<file path="src/rtl/pfiform_pop_unpacker.sv">
// pfiform_pop_unpacker: consumer side of the PFIFORM pop port.
// Accepts packed words (PopAmout+1 elements) via PopEnable/PopPermit, buffers up to
// two words and emits one element per cycle on a valid/ready stream.
// Optional macro PFIFORM_UNPACK_SEQCHK_EN adds a sticky element-sequence checker.
module pfiform_pop_unpacker #(
  parameter int unsigned ELEM_W    = 6,
  parameter int unsigned MAX_ELEMS = 32,
  parameter int unsigned AMT_W     = 5,
  parameter int unsigned CNT_W     = 16
) (
  input  logic                        i_core_clk,
  input  logic                        i_rx_rstn,
  input  logic                        PopEnable,
  output logic                        PopPermit,
  input  logic [AMT_W-1:0]            PopAmout,
  input  logic [ELEM_W*MAX_ELEMS-1:0] PopData,
  output logic [ELEM_W-1:0]           o_elem_data,
  output logic                        o_elem_valid,
  output logic                        o_elem_last,
  input  logic                        i_elem_ready,
  output logic [CNT_W-1:0]            o_word_cnt,
  output logic                        o_seq_err
);

  localparam int unsigned DataW = ELEM_W * MAX_ELEMS;

  logic [DataW-1:0] r_data [2];
  logic [AMT_W-1:0] r_amt  [2];
  logic             r_head;
  logic [1:0]       r_cnt;
  logic [AMT_W-1:0] r_idx;
  logic             r_permit;
  logic [CNT_W-1:0] r_word_cnt;

  logic             w_push;
  logic             w_valid;
  logic             w_at_last;
  logic             w_take;
  logic             w_pop;
  logic             w_tail;
  logic [1:0]       w_cnt_nxt;
  logic [ELEM_W-1:0] w_elem;

  // Handshake decode and buffer occupancy after this edge
  always_comb begin
    w_push    = PopEnable & r_permit;
    w_valid   = (r_cnt != 2'd0);
    w_at_last = (r_idx == r_amt[r_head]);
    w_take    = w_valid & i_elem_ready;
    w_pop     = w_take & w_at_last;
    // With one word held the free slot is the other one; when empty it is the head slot
    w_tail    = r_head ^ r_cnt[0];
    w_cnt_nxt = r_cnt + {1'b0, w_push} - {1'b0, w_pop};
    w_elem    = r_data[r_head][r_idx*ELEM_W +: ELEM_W];
  end

  // Word storage: payload only, occupancy is tracked separately
  always_ff @(posedge i_core_clk) begin
    if (w_push) begin
      r_data[w_tail] <= PopData;
      r_amt[w_tail]  <= PopAmout;
    end
  end

  // Buffer control, unpack index, permit and word counter
  always_ff @(posedge i_core_clk or negedge i_rx_rstn) begin
    if (!i_rx_rstn) begin
      r_head     <= 1'b0;
      r_cnt      <= 2'd0;
      r_idx      <= '0;
      r_permit   <= 1'b0;
      r_word_cnt <= '0;
    end else begin
      r_cnt    <= w_cnt_nxt;
      r_permit <= (w_cnt_nxt < 2'd2);
      if (w_push) r_word_cnt <= r_word_cnt + CNT_W'(1);
      if (w_pop) begin
        r_head <= ~r_head;
        r_idx  <= '0;
      end else if (w_take) begin
        r_idx <= r_idx + AMT_W'(1);
      end
    end
  end

  // Stream outputs; data forced to zero when nothing is held so reset shows zeros
  always_comb begin
    o_elem_valid = w_valid;
    o_elem_last  = w_valid & w_at_last;
    o_elem_data  = w_valid ? w_elem : '0;
    PopPermit    = r_permit;
    o_word_cnt   = r_word_cnt;
  end

`ifdef PFIFORM_UNPACK_SEQCHK_EN
  logic [ELEM_W-1:0] r_exp;
  logic              r_seq_err;

  // Sequence checker: expectation resyncs to each consumed element
  always_ff @(posedge i_core_clk or negedge i_rx_rstn) begin
    if (!i_rx_rstn) begin
      r_exp     <= '0;
      r_seq_err <= 1'b0;
    end else if (w_take) begin
      r_exp <= w_elem + ELEM_W'(1);
      if (w_elem != r_exp) r_seq_err <= 1'b1;
    end
  end

  assign o_seq_err = r_seq_err;
`else
  assign o_seq_err = 1'b0;
`endif

endmodule

</file>
<file path="config.mk">
export PLATFORM = sky130hd
export DESIGN_NAME = pfiform_pop_unpacker
export DESIGN_NICKNAME = d
export VERILOG_FILES = /design/src/rtl/pfiform_pop_unpacker.sv
export SDC_FILE = /design/constraint.sdc
export NUM_CORES = 1
export LEC_CHECK = 0
export ABC_AREA = 1
export BUFFER_PORTS_ARGS = -buffer_cell sky130_fd_sc_hd__buf_2
export CORE_AREA = 8 8 233 146
export DETAILED_ROUTE_END_ITERATION = 10
export DIE_AREA = 0 0 241 154
export PLACE_DENSITY = 0.8
export SYNTH_ARGS = -nofsm -noshare
export SYNTH_HDL_FRONTEND = slang
export SYNTH_SLANG_ARGS = --single-unit
</file>
<file path="constraint.sdc">
create_clock -name i_core_clk -period 12.25 [get_ports i_core_clk]
set_input_delay 2.45 -clock i_core_clk [delete_from_list [all_inputs] [get_ports i_core_clk]]
set_output_delay 2.45 -clock i_core_clk [all_outputs]
set_load 0.005 [all_outputs]
</file>
==> reports/qor.yml, run 1 <==
critical_path:
  end_kind: "output port"
  arrival_ns: 4.52
  cp_max_fo: 83
  crit_type: "register to output port"
  worstPathRequired_ns: 9.80
  crit_path_start_kind: "register"
clock_network:
  clkTransAtPathRegs_ns: 0.06
  cts-root-buf: "clkbuf_16"
  numCtsBuffers: 39
  cts_hold_buf: 0
  post_cts_buffers: 0
  cts_buffer_depth: 3
  htree_levels: 2
  clk-insertion-delay-late_ns: 0.55
  cts_sinks: 419
  post_cts_resized: 0
  cts_tree: "built"
pwr:
  p_int_mw: 3.115
  seqPwrFrac: 0.437
  clkPwrFrac: 0.245
  switching_share: 0.3668
  power.density_nw_per_um2: 246.1
  p_switching_mw: 1.804
  p_total_mw: 4.919
  irDropWorstVdd_mv: 0.2195
  p_leak_nw: 8.158
  p_comb_frac: 0.318
finish:
  final_common_cell: "nand2_1"
  final_cell_mix: "nand2_1, edfxtp_1, buf_2, nand3_1, nor2_1"
  fillers: 2314
  drive_above_1_share: 0.1710
  area_growth_pct: 14.51
  fin_util: 0.6546
  layout.cells.non_filler: 2191
  fin_area_um2: 19990
  nets: 1949
global_routing:
  grt_pass1_vias: 11933
  antenna_found_initial: 5
  grtUsageTotal: 0.2422
  overflow: 0
  grt_max_degree: 198
  grt_pass1_wl_um: 68760
logic_synthesis:
  ys.flop_type: "edfxtp_1"
  async_flop_share: 0.05967
  mappedNetlistNets: 1754
  netlist_area_um2: 17450
  syn-instance-count: 1549
  synth-edff-count: 394
  synth_seq_area_share: 0.7137
  yosys_warnings: 0
  synth.distinct_cells: 29
  synth_seq_cells: 419
  synth_area_per_cell_um2: 11.27
run:
  maxCapViolCount: 0
route:
  wl_per_cell_um: 20.91
  dr.first_iter.drc_count: 1741
  vias: 12064
  drc: 0
  drtAntennaViolNets: 0
  vias_per_cell: 5.506
  firstDrtPassIters: 5
  totalWireLength_um: 45810
timing:
  fin_crit_sh: 0.5688
  finalSetupTns_ns: 0
  setup_viol: 0
  grt_setup_unrepaired: "no"
  fin_hold_ws_ns: 0.5252
  worst_pin_slew_ns: 1.209
  max_freq_mhz: 143.5
  worst_slack_ns: 5.282
  finalMaxSlewViolations: 0
  finalHoldViolations: 0
  slew_headroom: 0.1920
  skew_ns: 0.01302
  fin_crit_ns: 6.968
place:
  postPlaceCellArea_um2: 18730
  gp_congestion: 0.8571
  dp_slack_ns: 5.951
  dpl.hpwl_um: 30560
  dp.cells: 2119
  portBuffers: 225
floorplanning:
  die_w_um: 241
  start_util: 0.5717
  num_rows: 50
  fp.coreArea_um2: 30530
  dieArea_um2: 37110
  io_pins: 227
  dieHeight_um: 154
run_status:
  status: "finished clean"
worst_hold_path:
  hold_path_class: "register to register"
layer usage:
metal  track usage  up-vias  wire [um]
li1              -     5588          -
met1        0.3121     5732      17750
met2        0.3896      643      21750
met3       0.07426       93       4988
met4       0.07902        8       1271
met5             0        -         51
power groups by stage:
| stage | sequential, mW | clock [mW] | combinational, mW |
|---|---|---|---|
| final | 2.15 | 1.20 | 1.56 |
| after global routing | 2.18 | 1.27 | 1.72 |
| after CTS | 2.15 | 1.21 | 1.55 |
| after detailed placement | 2.17 | 0 | 1.54 |
| after global placement | 2.16 | 0 | 1.51 |
| after floorplan | 2.22 | 0 | 1.11 |
area by class of cell:
class                           instances  area [um^2]  share of cell area
Antenna cell                            3        7.507           0.0003756
Clock buffer                           48         1052             0.05265
Clock inverter                         21        196.4            0.009829
Inverter                              111        419.2             0.02097
Multi-Input combinational cell        937         4104              0.2053
Sequential cell                       419        12460              0.6237
Tap cell                              416        520.5             0.02604
Timing Repair Buffer                  236         1221             0.06110
sequential cells by signal, summed over array words and instances, names as in the netlist:
| name | count |
|---|---|
| r_amt | 10 |
| r_idx | 5 |
| o_word_cnt | 16 |
| r_data | 384 |
| r_cnt | 2 |
| r_head | 1 |
| PopPermit | 1 |
cells by family (layout without fill, tap and decap cells):
logic type | Yosys count | after routing | synth area share
simple gates | 824 | 824 | 0.1941
flops | 419 | 419 | 0.7137
buf+inv | 193 | 416 | 0.05198
compound gates | 82 | 82 | 0.02351
xor+xnor | 25 | 25 | 0.01298
fa+ha+maj | 4 | 4 | 0.002868
other cells | 1 | 4 | 0.0002149
mux | 1 | 1 | 0.0006452
synthesized netlist by cell type (3+ instances only):
cell type,n,area share
buf_2,34,0.0097
buf_6,13,0.0084
a21oi_1,31,0.0089
xor2_1,16,0.0080
xnor2_1,8,0.0040
clkbuf_1,21,0.0045
buf_1,6,0.0013
nand3_1,207,0.059
nor2_1,145,0.031
nand2_1,462,0.099
buf_4,7,0.0030
ha_1,4,0.0029
dfrtp_1,25,0.036
nand2_2,3,0.0011
edfxtp_1,394,0.68
inv_1,108,0.023
o21ai_0,51,0.015
path summary, 6_finish.rpt:
path | from | to | slack (ns) | depth (start not counted)
max | r_head | o_elem_data[5] | 5.28 | 10
min | o_word_cnt[7] | o_word_cnt[7] | 0.53 | 1
max reg2reg | r_head | r_data[1][134] | 6.49 | 6
min reg2reg | o_word_cnt[7] | o_word_cnt[7] | 0.53 | 1
max in group asynchronous | i_rx_rstn | r_head | 9.91 | 1
min in group asynchronous | i_rx_rstn | PopPermit | 1.90 | 1
worst max-delay path, cell delays in order, from the launching register on:
cell	delay (ns)
dfrtp_4	0.72
inv_4	0.53
buf_4	0.56
buf_4	0.76
o21ai_0	0.29
a21oi_1	0.19
nor2_1	0.11
nand2_1	0.18
nand3_1	0.10
a21oi_1	0.24
buf_2	0.17
Note: power is estimated with default switching activity, not from simulation.
==> run 2, diff against run 1 <==
--- a/config.mk
+++ b/config.mk
@@ -5,11 +5,11 @@
 export SDC_FILE = /design/constraint.sdc
 export NUM_CORES = 1
 export LEC_CHECK = 0
-export ABC_AREA = 1
+export ABC_AREA = 0
 export BUFFER_PORTS_ARGS = -buffer_cell sky130_fd_sc_hd__buf_2
-export CORE_AREA = 8 8 233 146
+export CORE_AREA = 8 8 227 142
 export DETAILED_ROUTE_END_ITERATION = 10
-export DIE_AREA = 0 0 241 154
+export DIE_AREA = 0 0 235 150
 export PLACE_DENSITY = 0.8
 export SYNTH_ARGS = -nofsm -noshare
 export SYNTH_HDL_FRONTEND = slang
==> constraint.sdc (replaced) <==
create_clock -name i_core_clk -period 6.9 [get_ports i_core_clk]
set_input_delay 1.38 -clock i_core_clk [delete_from_list [all_inputs] [get_ports i_core_clk]]
set_output_delay 1.38 -clock i_core_clk [all_outputs]
set_load 0.005 [all_outputs]
==> reports/qor.yml, run 2 <==
logic_synthesis:
  synth_area_per_cell_um2: 20.81
  synth_top_area_frac: 0.7298
  synth.most_common_cell: "edfxtp_1"
  netlist_area_um2: 16210
  netlist_top_cells_count: "edfxtp_1, mux4_2, mux2i_1"
  synth.distinct_cells: 35
  ys.flop_type: "edfxtp_1"
  yosys_warnings: 0
  synth_seq_area_share: 0.7684
  syn-instance-count: 779
  async_flop_share: 0.05967
  ys_top_cells_by_area: "edfxtp_1, mux4_2, mux2i_1"
  synth-edff-count: 394
  synth_seq_cells: 419
  yosysTopAreaCell: "edfxtp_1"
  mappedNetlistNets: 984
timing:
  worst_pin_slew_ns: 1.087
  grt_setup_unrepaired: "no"
  fin_crit_ns: 4.967
  finalSetupTns_ns: 0
  skew_ns: 0.009476
  max_freq_mhz: 201.3
  slew_headroom: 0.2753
  setup_viol: 0
  worst_slack_ns: 1.933
  finalHoldViolations: 0
  finalMaxSlewViolations: 0
  fin_crit_sh: 0.7198
place:
  portBuffers: 225
  dp_slack_ns: 2.471
  gp_congestion: 0.8529
  dpl.hpwl_um: 24730
  postPlaceCellArea_um2: 17710
run_status:
  status: "finished clean"
critical_path:
  path_cells: "buf_4 > nand3_1 > o22ai_1 > a211oi_1 > a311oi_1 > a32o_1 > buf_2"
  arrival_ns: 3.59
  worstPathRequired_ns: 5.52
  cp_slowest_cell: "dfrtp_2"
  cp_max_fo: 24
  slowest_delay_ns: 0.81
  end_kind: "output port"
  critPathTopFamily: "compound AO/OA/AOI/OAI gates"
  crit_type: "register to output port"
  crit_path_start_kind: "register"
  crit_buf_inv: 2
clock_network:
  cts_buffer_depth: 3
  cts_sinks: 419
  cts_hold_buf: 0
  numCtsBuffers: 38
  cts_tree: "built"
  post_cts_resized: 0
  post_cts_buffers: 0
  htree_levels: 2
  clkTransAtPathRegs_ns: 0.06
  clk-insertion-delay-late_ns: 0.52
  cts-root-buf: "clkbuf_16"
route:
  totalWireLength_um: 35950
  vias: 8420
  firstDrtPassIters: 8
  dr.first_iter.drc_count: 798
  wl_per_cell_um: 25.14
  drtAntennaViolNets: 0
  vias_per_cell: 5.888
  drc: 0
pwr:
  seqPwrFrac: 0.475
  p_comb_frac: 0.278
  irDropWorstVdd_mv: 0.2207
  switching_share: 0.3052
  p_leak_nw: 6.773
  p_int_mw: 5.722
  p_switching_mw: 2.513
  p_total_mw: 8.235
  clkPwrFrac: 0.248
  power.density_nw_per_um2: 435.1
floorplanning:
  io_pins: 227
  num_rows: 49
  die_w_um: 235
  dieArea_um2: 35250
  dieHeight_um: 150
  start_util: 0.5567
  fp.coreArea_um2: 29120
global_routing:
  grt_max_degree: 153
  grtUsageTotal: 0.2007
  antenna_found_initial: 16
  overflow: 0
  grt_pass1_wl_um: 53160
  grt_pass1_vias: 8598
finish:
  final_common_cell: "edfxtp_1"
  final_cell_mix: "edfxtp_1, buf_2, mux4_2, mux2i_1, clkbuf_16"
  largest_reg_flops: 384
  area_growth_pct: 16.75
  drive_above_1_share: 0.3637
  largest_register: "r_data"
  fin_util: 0.6499
  fin_area_um2: 18930
  nets: 1218
worst_hold_path:
  hold_path_class: "register to register"
run:
  maxCapViolCount: 0
[run 2: final cells by class]
cell class                      count  area (um^2)
Antenna cell                        6        15.01
Clock buffer                       52         1067
Clock inverter                     17        137.6
Fill cell                        1946        10190
Inverter                            6        22.52
Multi-Input combinational cell    314         3510
Sequential cell                   419        12470
Tap cell                          382        478.0
Timing Repair Buffer              234         1231
[run 2: logic make-up (layout without fill, tap and decap cells)]
| family | Yosys count | count (layout) | share of synthesized area |
|---|---|---|---|
| simple gates | 62 | 62 | 0.01737 |
| other cells | 1 | 7 | 0.0002313 |
| compound gates | 71 | 71 | 0.03157 |
| xor+xnor | 27 | 27 | 0.01459 |
| fa+ha+maj | 4 | 4 | 0.003087 |
| mux | 149 | 149 | 0.1486 |
| buf+inv | 46 | 309 | 0.01621 |
| flops | 419 | 419 | 0.7684 |
[run 2: power groups by stage]
| stage | Combinational (mW) | Clock, mW | Sequential [mW] |
|---|---|---|---|
| 2_1_floorplan | 1.74 | 0 | 3.83 |
| 3_3_place_gp | 2.29 | 0 | 3.93 |
| 3_5_place_dp | 2.30 | 0 | 3.96 |
| 4_1_cts | 2.31 | 2.08 | 3.92 |
| 5_1_grt | 2.45 | 2.17 | 3.97 |
| 6_report | 2.29 | 2.04 | 3.91 |
[run 2: through the flow]
| step | hold WS (ns) | instances |
|---|---|---|
| 3_5_place_dp | 0.4620 | 1355 |
| 4_1_cts | 0.4747 | 1424 |
| 5_1_grt | 0.4854 | 1426 |
| 2_1_floorplan | 0.4676 | 779 |
| 3_3_place_gp | 0.4633 | 1355 |
| 6_report | 0.4679 | 1430 |
[run 2: routing by layer]
layer	up-vias	track usage	share of wire
met5	-	0	0.0034
met4	22	0.04863	0.021
met1	4239	0.2897	0.44
li1	3690	-	-
met3	81	0.07412	0.096
met2	388	0.2889	0.43
[run 2: worst paths after layout]
check | from | endpoint | slack [ns] | cells past startpoint
worst max-delay path | r_idx[2] | o_elem_data[4] | 1.93 | 7
worst min-delay path | o_word_cnt[15] | o_word_cnt[15] | 0.47 | 1
worst max register to register | r_idx[0] | r_cnt[1] | 3.59 | 10
worst min register to register | o_word_cnt[15] | o_word_cnt[15] | 0.47 | 1
max in group asynchronous | i_rx_rstn | r_head | 5.59 | 1
min in group asynchronous | i_rx_rstn | o_word_cnt[1] | 0.86 | 1
